[src/rtl/trb_mem_arbiter_pkg.sv]
// Purpose : shared types and defaults for the trace-buffer RAM arbiter.
// Contents: arbiter state/owner enums and default geometry of the trace RAM.
package trb_mem_arbiter_pkg;

   localparam int TRB_WIDTH_DEF    = 64;
   localparam int TRB_DEPTH_DEF    = 64;
   localparam int TRB_ADDR_BITS    = $clog2(TRB_DEPTH_DEF);
   localparam int MAX_LOG_WAIT_DEF = 4;

   typedef enum logic [1:0] {ST_IDLE, ST_ACC, ST_RSP} arb_state_t;
   typedef enum logic       {OWN_LOG, OWN_HOST}       arb_owner_t;

endpackage

[src/rtl/trb_mem_arbiter_rr_pick2.sv]
// Purpose : combinational two-way round-robin selector (logger vs host).
// Ports   : req_log, req_host  - eligible requests this cycle
//           last_is_host       - previous grant went to the host
//           grant              - at least one request is eligible
//           pick_host          - 1 = host wins, 0 = logger wins (valid with grant)
module rr_pick2 (
   input  logic req_log,
   input  logic req_host,
   input  logic last_is_host,
   output logic grant,
   output logic pick_host
);

   always_comb begin
      grant     = req_log | req_host;
      // on a tie the side that was not served last wins
      pick_host = req_host & (~req_log | ~last_is_host);
   end

endmodule

[src/rtl/trb_mem_arbiter.sv]
// Purpose : sole owner of the single-port trace-buffer RAM; shares it between
//           the trace logger (write-new/return-old exchange) and the host
//           (single read or write). Each access takes ST_ACC then ST_RSP, the
//           response cycle strobes the owner with the RAM read data.
//           A sticky flag reports logger starvation (real-time trace loss).
// Ports   : CLK_I, RST_NI (async, active low)
//           LOG_RW_I/LOG_PTR_I/LOG_DATA_I  -> LOG_RW_TURN_O/LOG_DATA_O
//           HOST_REQ_I/HOST_WE_I/HOST_PTR_I/HOST_DATA_I -> HOST_ACK_O/HOST_DATA_O
//           CLR_I -> LOG_OVERRUN_O
//           MEM_EN_O/MEM_WE_O/MEM_ADDR_O/MEM_WDATA_O, MEM_RDATA_I (read-first, 1-cycle)
//
// state   | meaning
// ST_IDLE | no access in flight, arbitrate raw requests
// ST_ACC  | RAM enabled with the registered command
// ST_RSP  | read data back from RAM, strobe owner, arbitrate the other side
module trb_mem_arbiter
   import trb_mem_arbiter_pkg::*;
#(
   parameter int TRB_WIDTH    = TRB_WIDTH_DEF,
   parameter int TRB_DEPTH    = TRB_DEPTH_DEF,
   parameter int MAX_LOG_WAIT = MAX_LOG_WAIT_DEF
) (
   input  logic                         CLK_I,
   input  logic                         RST_NI,
   input  logic                         LOG_RW_I,
   input  logic [$clog2(TRB_DEPTH)-1:0] LOG_PTR_I,
   input  logic [TRB_WIDTH-1:0]         LOG_DATA_I,
   output logic                         LOG_RW_TURN_O,
   output logic [TRB_WIDTH-1:0]         LOG_DATA_O,
   input  logic                         HOST_REQ_I,
   input  logic                         HOST_WE_I,
   input  logic [$clog2(TRB_DEPTH)-1:0] HOST_PTR_I,
   input  logic [TRB_WIDTH-1:0]         HOST_DATA_I,
   output logic                         HOST_ACK_O,
   output logic [TRB_WIDTH-1:0]         HOST_DATA_O,
   input  logic                         CLR_I,
   output logic                         LOG_OVERRUN_O,
   output logic                         MEM_EN_O,
   output logic                         MEM_WE_O,
   output logic [$clog2(TRB_DEPTH)-1:0] MEM_ADDR_O,
   output logic [TRB_WIDTH-1:0]         MEM_WDATA_O,
   input  logic [TRB_WIDTH-1:0]         MEM_RDATA_I
);

   localparam int AW = $clog2(TRB_DEPTH);
   localparam int CW = $clog2(MAX_LOG_WAIT + 2);
   localparam logic [CW-1:0] CNT_MAX = CW'(MAX_LOG_WAIT);
   localparam logic [CW-1:0] CNT_SAT = CW'(MAX_LOG_WAIT + 1);

   arb_state_t           state;
   arb_owner_t           owner;
   arb_owner_t           last_grant;
   logic [AW-1:0]        cmd_addr;
   logic                 cmd_we;
   logic [TRB_WIDTH-1:0] cmd_wdata;
   logic                 mem_en_q;
   logic                 log_turn_q;
   logic                 host_ack_q;
   logic [CW-1:0]        wait_cnt;
   logic                 overrun_q;

   logic                 req_log_eff;
   logic                 req_host_eff;
   logic                 grant;
   logic                 pick_host;

   // the owner being acked in ST_RSP is excluded so it cannot re-win back to back
   always_comb begin
      req_log_eff  = LOG_RW_I   && (state != ST_ACC) &&
                     !(state == ST_RSP && owner == OWN_LOG);
      req_host_eff = HOST_REQ_I && (state != ST_ACC) &&
                     !(state == ST_RSP && owner == OWN_HOST);
   end

   rr_pick2 u_pick (
      .req_log      (req_log_eff),
      .req_host     (req_host_eff),
      .last_is_host (last_grant == OWN_HOST),
      .grant        (grant),
      .pick_host    (pick_host)
   );

   always_ff @(posedge CLK_I or negedge RST_NI) begin
      if (!RST_NI) begin
         state      <= ST_IDLE;
         owner      <= OWN_LOG;
         last_grant <= OWN_HOST;
         cmd_addr   <= '0;
         cmd_we     <= 1'b0;
         cmd_wdata  <= '0;
         mem_en_q   <= 1'b0;
         log_turn_q <= 1'b0;
         host_ack_q <= 1'b0;
         wait_cnt   <= '0;
         overrun_q  <= 1'b0;
      end else begin
         mem_en_q   <= 1'b0;
         log_turn_q <= 1'b0;
         host_ack_q <= 1'b0;
         case (state)
            ST_IDLE, ST_RSP: begin
               if (state == ST_RSP) last_grant <= owner;
               if (grant) begin
                  owner     <= pick_host ? OWN_HOST : OWN_LOG;
                  cmd_addr  <= pick_host ? HOST_PTR_I : LOG_PTR_I;
                  cmd_we    <= pick_host ? HOST_WE_I : 1'b1;
                  cmd_wdata <= pick_host ? HOST_DATA_I : LOG_DATA_I;
                  mem_en_q  <= 1'b1;
                  state     <= ST_ACC;
               end else begin
                  state     <= ST_IDLE;
               end
            end
            ST_ACC: begin
               state      <= ST_RSP;
               log_turn_q <= (owner == OWN_LOG);
               host_ack_q <= (owner == OWN_HOST);
            end
            default: state <= ST_IDLE;
         endcase

         // log_turn_q is high exactly in ST_RSP with the logger as owner
         if (log_turn_q)
            wait_cnt <= '0;
         else if (LOG_RW_I && wait_cnt != CNT_SAT)
            wait_cnt <= wait_cnt + 1'b1;

         if (wait_cnt > CNT_MAX)
            overrun_q <= 1'b1;
         else if (CLR_I)
            overrun_q <= 1'b0;
      end
   end

   always_comb begin
      MEM_EN_O      = mem_en_q;
      MEM_WE_O      = mem_en_q & cmd_we;
      MEM_ADDR_O    = mem_en_q ? cmd_addr : '0;
      MEM_WDATA_O   = mem_en_q ? cmd_wdata : '0;
      LOG_RW_TURN_O = log_turn_q;
      HOST_ACK_O    = host_ack_q;
      LOG_DATA_O    = log_turn_q ? MEM_RDATA_I : '0;
      HOST_DATA_O   = host_ack_q ? MEM_RDATA_I : '0;
      LOG_OVERRUN_O = overrun_q;
   end

endmodule

[config.mk]
export PLATFORM = sky130hd
export DESIGN_NAME = trb_mem_arbiter
export DESIGN_NICKNAME = d
export VERILOG_FILES = /design/src/rtl/trb_mem_arbiter_pkg.sv /design/src/rtl/trb_mem_arbiter_rr_pick2.sv /design/src/rtl/trb_mem_arbiter.sv
export SDC_FILE = /design/constraint.sdc
export NUM_CORES = 1
export LEC_CHECK = 0
export CORE_AREA = 4 4 157 159
export CTS_CLUSTER_DIAMETER = 30
export DETAILED_ROUTE_END_ITERATION = 6
export DIE_AREA = 0 0 161 163
export GPL_TIMING_DRIVEN = 0
export MAX_ROUTING_LAYER = met4
export PLACE_DENSITY = 0.56
export SETUP_SLACK_MARGIN = 0.1
export SLEW_MARGIN = 25
export SYNTH_ARGS = -nofsm -noshare
export SYNTH_HDL_FRONTEND = slang
export SYNTH_SLANG_ARGS = --single-unit
[constraint.sdc]
create_clock -name CLK_I -period 1.7 [get_ports CLK_I]
set_clock_uncertainty 0.1 [all_clocks]
set_input_delay 0.425 -clock CLK_I [delete_from_list [all_inputs] [get_ports CLK_I]]
set_output_delay 0.425 -clock CLK_I [all_outputs]
set_load 0.1 [all_outputs]
==> results.py <==
metrics = {
    "status": {
        "status": "finished, violations left",
        "violations": "negative setup slack",
    },
    "sta": {
        "period_share_pct": 122,
        "layout_setup_ws_ps": -370,
        "hold_viol": 0,
        "setup_violations": 271,
        "fin_tns_setup_ps": -71430,
        "tightest_slew_ps": 350,
        "relSlewSlack_pct": 76.7,
        "rsz0062_at_grt": "yes",
        "min_period_ps": 2070,
        "slew_violations": 0,
        "fmax_ghz": 0.483,
    },
    "synthesis": {
        "avgSynthCellArea_um2": 7.72,
        "synthXorXnorAreaFrac_pct": 0.174,
        "synthCells": 650,
        "syn_area_mm2": 0.00502,
        "syn-num-nets": 863,
        "synth-compound-area-share_pct": 11.2,
        "synthSimpleGateAreaFrac_pct": 41.7,
        "synth_top_family_by_area": "simple AND/OR/NAND/NOR gates",
        "ys_types": 30,
        "ys_warn_count": 0,
        "synthAdderAreaFrac_pct": 0.748,
        "ys_ff_latch": 82,
        "seq_area_frac_synth_pct": 40.9,
        "muxShareOfSynthArea_pct": 0,
    },
    "floorplan": {
        "initial_utilization_pct": 21.6,
        "num_rows": 56,
        "die_w_um": 161,
        "ios": 413,
        "die_y_um": 163,
        "core_mm2": 0.0233,
        "die_area_mm2": 0.0262,
    },
    "drt": {
        "drt_wl_total_um": 30400,
        "firstDrtPassIters": 5,
        "vias": 6504,
        "wl_per_cell_um": 20.6,
        "via_per_inst": 4.40,
        "antenna_left": 0,
        "first_iter_violations": 299,
        "drc": 0,
    },
    "place": {
        "dp_hpwl_um": 20800,
        "placed_area_mm2": 0.0102,
        "place.gp.congestion": 0.809,
        "port_buffers": 412,
    },
    "cts": {
        "clockBufferDepth": 2,
        "cts-root-buf": "clkbuf_16",
        "cts_made_buffers": 9,
        "clk_pin_slew_ps": 60,
        "insertion_delay_ps": 340,
        "cts_tree": "yes",
        "clock-sinks": 82,
        "htree_levels": 3,
    },
    "setup_path": {
        "path_buf_inv": 3,
        "critPathSlowestCell": "dfrtp_4",
        "rr_worst_depth": 9,
        "slowest_delay_ps": 520,
        "endpoint_kind": "output port",
        "critPathKind": "register to output port",
        "crit_cells": 4,
        "start_kind": "register",
        "cp_cell_sequence": "clkbuf_16 -> clkbuf_16 -> and2_4 -> buf_12",
        "crit_required_ps": 1170,
        "cpLargestDelayFamily": "flip-flops",
        "crit_arrival_ps": 1540,
        "path_common_cell": "clkbuf_16",
        "crit_fanout": 10,
    },
    "global_route": {
        "antenna_found_initial": 1,
        "gr-usage-all-layers_pct": 22.4,
        "grt_pass1_vias": 6747,
        "grt_max_degree": 65,
        "grt_pass1_wl_um": 43000,
        "grt.overflow.total": 0,
    },
    "layout": {
        "nFillCells": 1801,
        "fin_area_mm2": 0.0149,
        "drive_gt1_share_pct": 58.2,
        "syn_to_final_growth_pct": 196,
        "fin_nets": 1366,
    },
    "flow_run": {
        "drv_cap": 0,
    },
    "min_path": {
        "holdCritPathClass": "primary input to async pin",
    },
}
-- routing by layer --
layer  track usage [%]  up-vias  part of all wire (%)
li1                  -     3103                     -
met1              24.2     3109                    37
met2              40.6      256                    54
met3              5.64       36                   6.6
met4              6.55        0                   2.6
met5                 -        -                     0
-- area by class of cell --
type / instances / area, µm² / area share [%]
antenna: 1 / 2.50 / 0.0168
buffer: 50 / 875 / 5.89
clock buffer: 12 / 256 / 1.73
clock inverter: 4 / 50.0 / 0.337
inverter: 7 / 27.5 / 0.185
multi-input combinational: 509 / 3740 / 25.2
sequential: 82 / 2070 / 13.9
tap: 319 / 399 / 2.69
timing repair buffer: 494 / 7440 / 50.1
-- final timing paths --
path / slack [ps] / endpoint / from
max in group asynchronous: 480 / last_grant / RST_NI
min in group CLK_I: 400 / cmd_we / cmd_we
setup / recovery: -370 / HOST_DATA_O[0] / HOST_ACK_O
hold reg to reg: 400 / cmd_we / cmd_we
setup reg to reg: -250 / cmd_wdata[51] / state[1]
hold / removal: 390 / cmd_wdata[23] / RST_NI
-- per-stage QoR --
stage	hold WS (ps)	worst slack [ps]	utilization, %	cells
finish	387	-370	63.8	1478
global route	404	-408	63.8	1478
detailed placement	179	-1230	43.9	1382
CTS	382	-382	61.6	1472
floorplan	29.4	-279	-	650
global placement	379	-3920	43.9	1381
-- synth_stat cells (all sizes together) --
library cell / count / area share [%]
and2: 200 / 25
a32o: 1 / 0.20
nor2: 74 / 5.5
o31ai: 1 / 0.15
o22a: 1 / 0.17
a211oi: 1 / 0.15
o21ai: 2 / 0.20
a32oi: 1 / 0.32
buf: 31 / 3.2
dfstp: 1 / 0.52
xnor2: 1 / 0.17
a21boi: 3 / 0.60
nand3b: 1 / 0.15
o22ai: 1 / 0.12
nand3: 1 / 0.10
o221a: 2 / 0.45
nand2b: 1 / 0.12
nand2: 141 / 11
a31oi: 70 / 8.7
clkinv: 1 / 0.075
inv: 6 / 0.45
a21oi: 1 / 0.10
dfrtp: 81 / 40
nor3: 3 / 0.30
ha: 3 / 0.75
clkbuf: 21 / 1.6
-- placed cells by master, fill, tap and decap left out, types with 2 or more instances in the layout --
master | Yosys | routed
nand2_2 | 0 | 53
clkbuf_8 | 0 | 4
nand2_4 | 0 | 21
nor3_1 | 3 | 3
dfrtp_2 | 0 | 2
nand2_1 | 141 | 67
a31oi_1 | 70 | 61
clkinvlp_4 | 0 | 2
nor2_1 | 74 | 46
clkinv_2 | 0 | 2
dfrtp_4 | 0 | 3
clkbuf_16 | 0 | 27
a31oi_2 | 0 | 3
nor2_2 | 0 | 22
buf_4 | 0 | 16
buf_8 | 0 | 44
buf_6 | 1 | 28
nor2_4 | 0 | 6
a21boi_4 | 0 | 2
ha_1 | 3 | 3
buf_12 | 0 | 213
and2_4 | 0 | 199
buf_16 | 0 | 14
dfrtp_1 | 81 | 76
a31oi_4 | 0 | 6
inv_1 | 6 | 6
clkdlybuf4s50_1 | 0 | 206
-- sequential cells by signal (all words and copies together), names as in the netlist --
| signal | count |
|---|---|
| LOG_OVERRUN_O | 1 |
| cmd_addr | 6 |
| owner | 1 |
| cmd_we | 1 |
| LOG_RW_TURN_O | 1 |
| cmd_wdata | 64 |
| MEM_EN_O | 1 |
| wait_cnt | 3 |
| HOST_ACK_O | 1 |
| last_grant | 1 |
| state | 2 |
-- timing repair --
action	4_1_cts	5_1_grt
setup buffers	42	16
endpoints found under the setup margin	276	276
gates cloned	31	3
hold buffers	1	0
endpoints found under the hold margin	18	0
gates resized for setup	1998	153
pin swaps	85	100
-- cell families (layout without fill, tap and decap cells) --
family                     count (synthesis)  in the layout
xor gates and xnor gates                   1              1
DFF                                       82             82
buffers and inverters                     59            567
AOI/OAI and AO/OA                         84             84
adders and majority gates                  3              3
other                                      0              1
and+or+nand+nor                          421            421
Power is not shown: default switching activity piles up to over one toggle a cycle in this logic, so the estimate is an artifact.
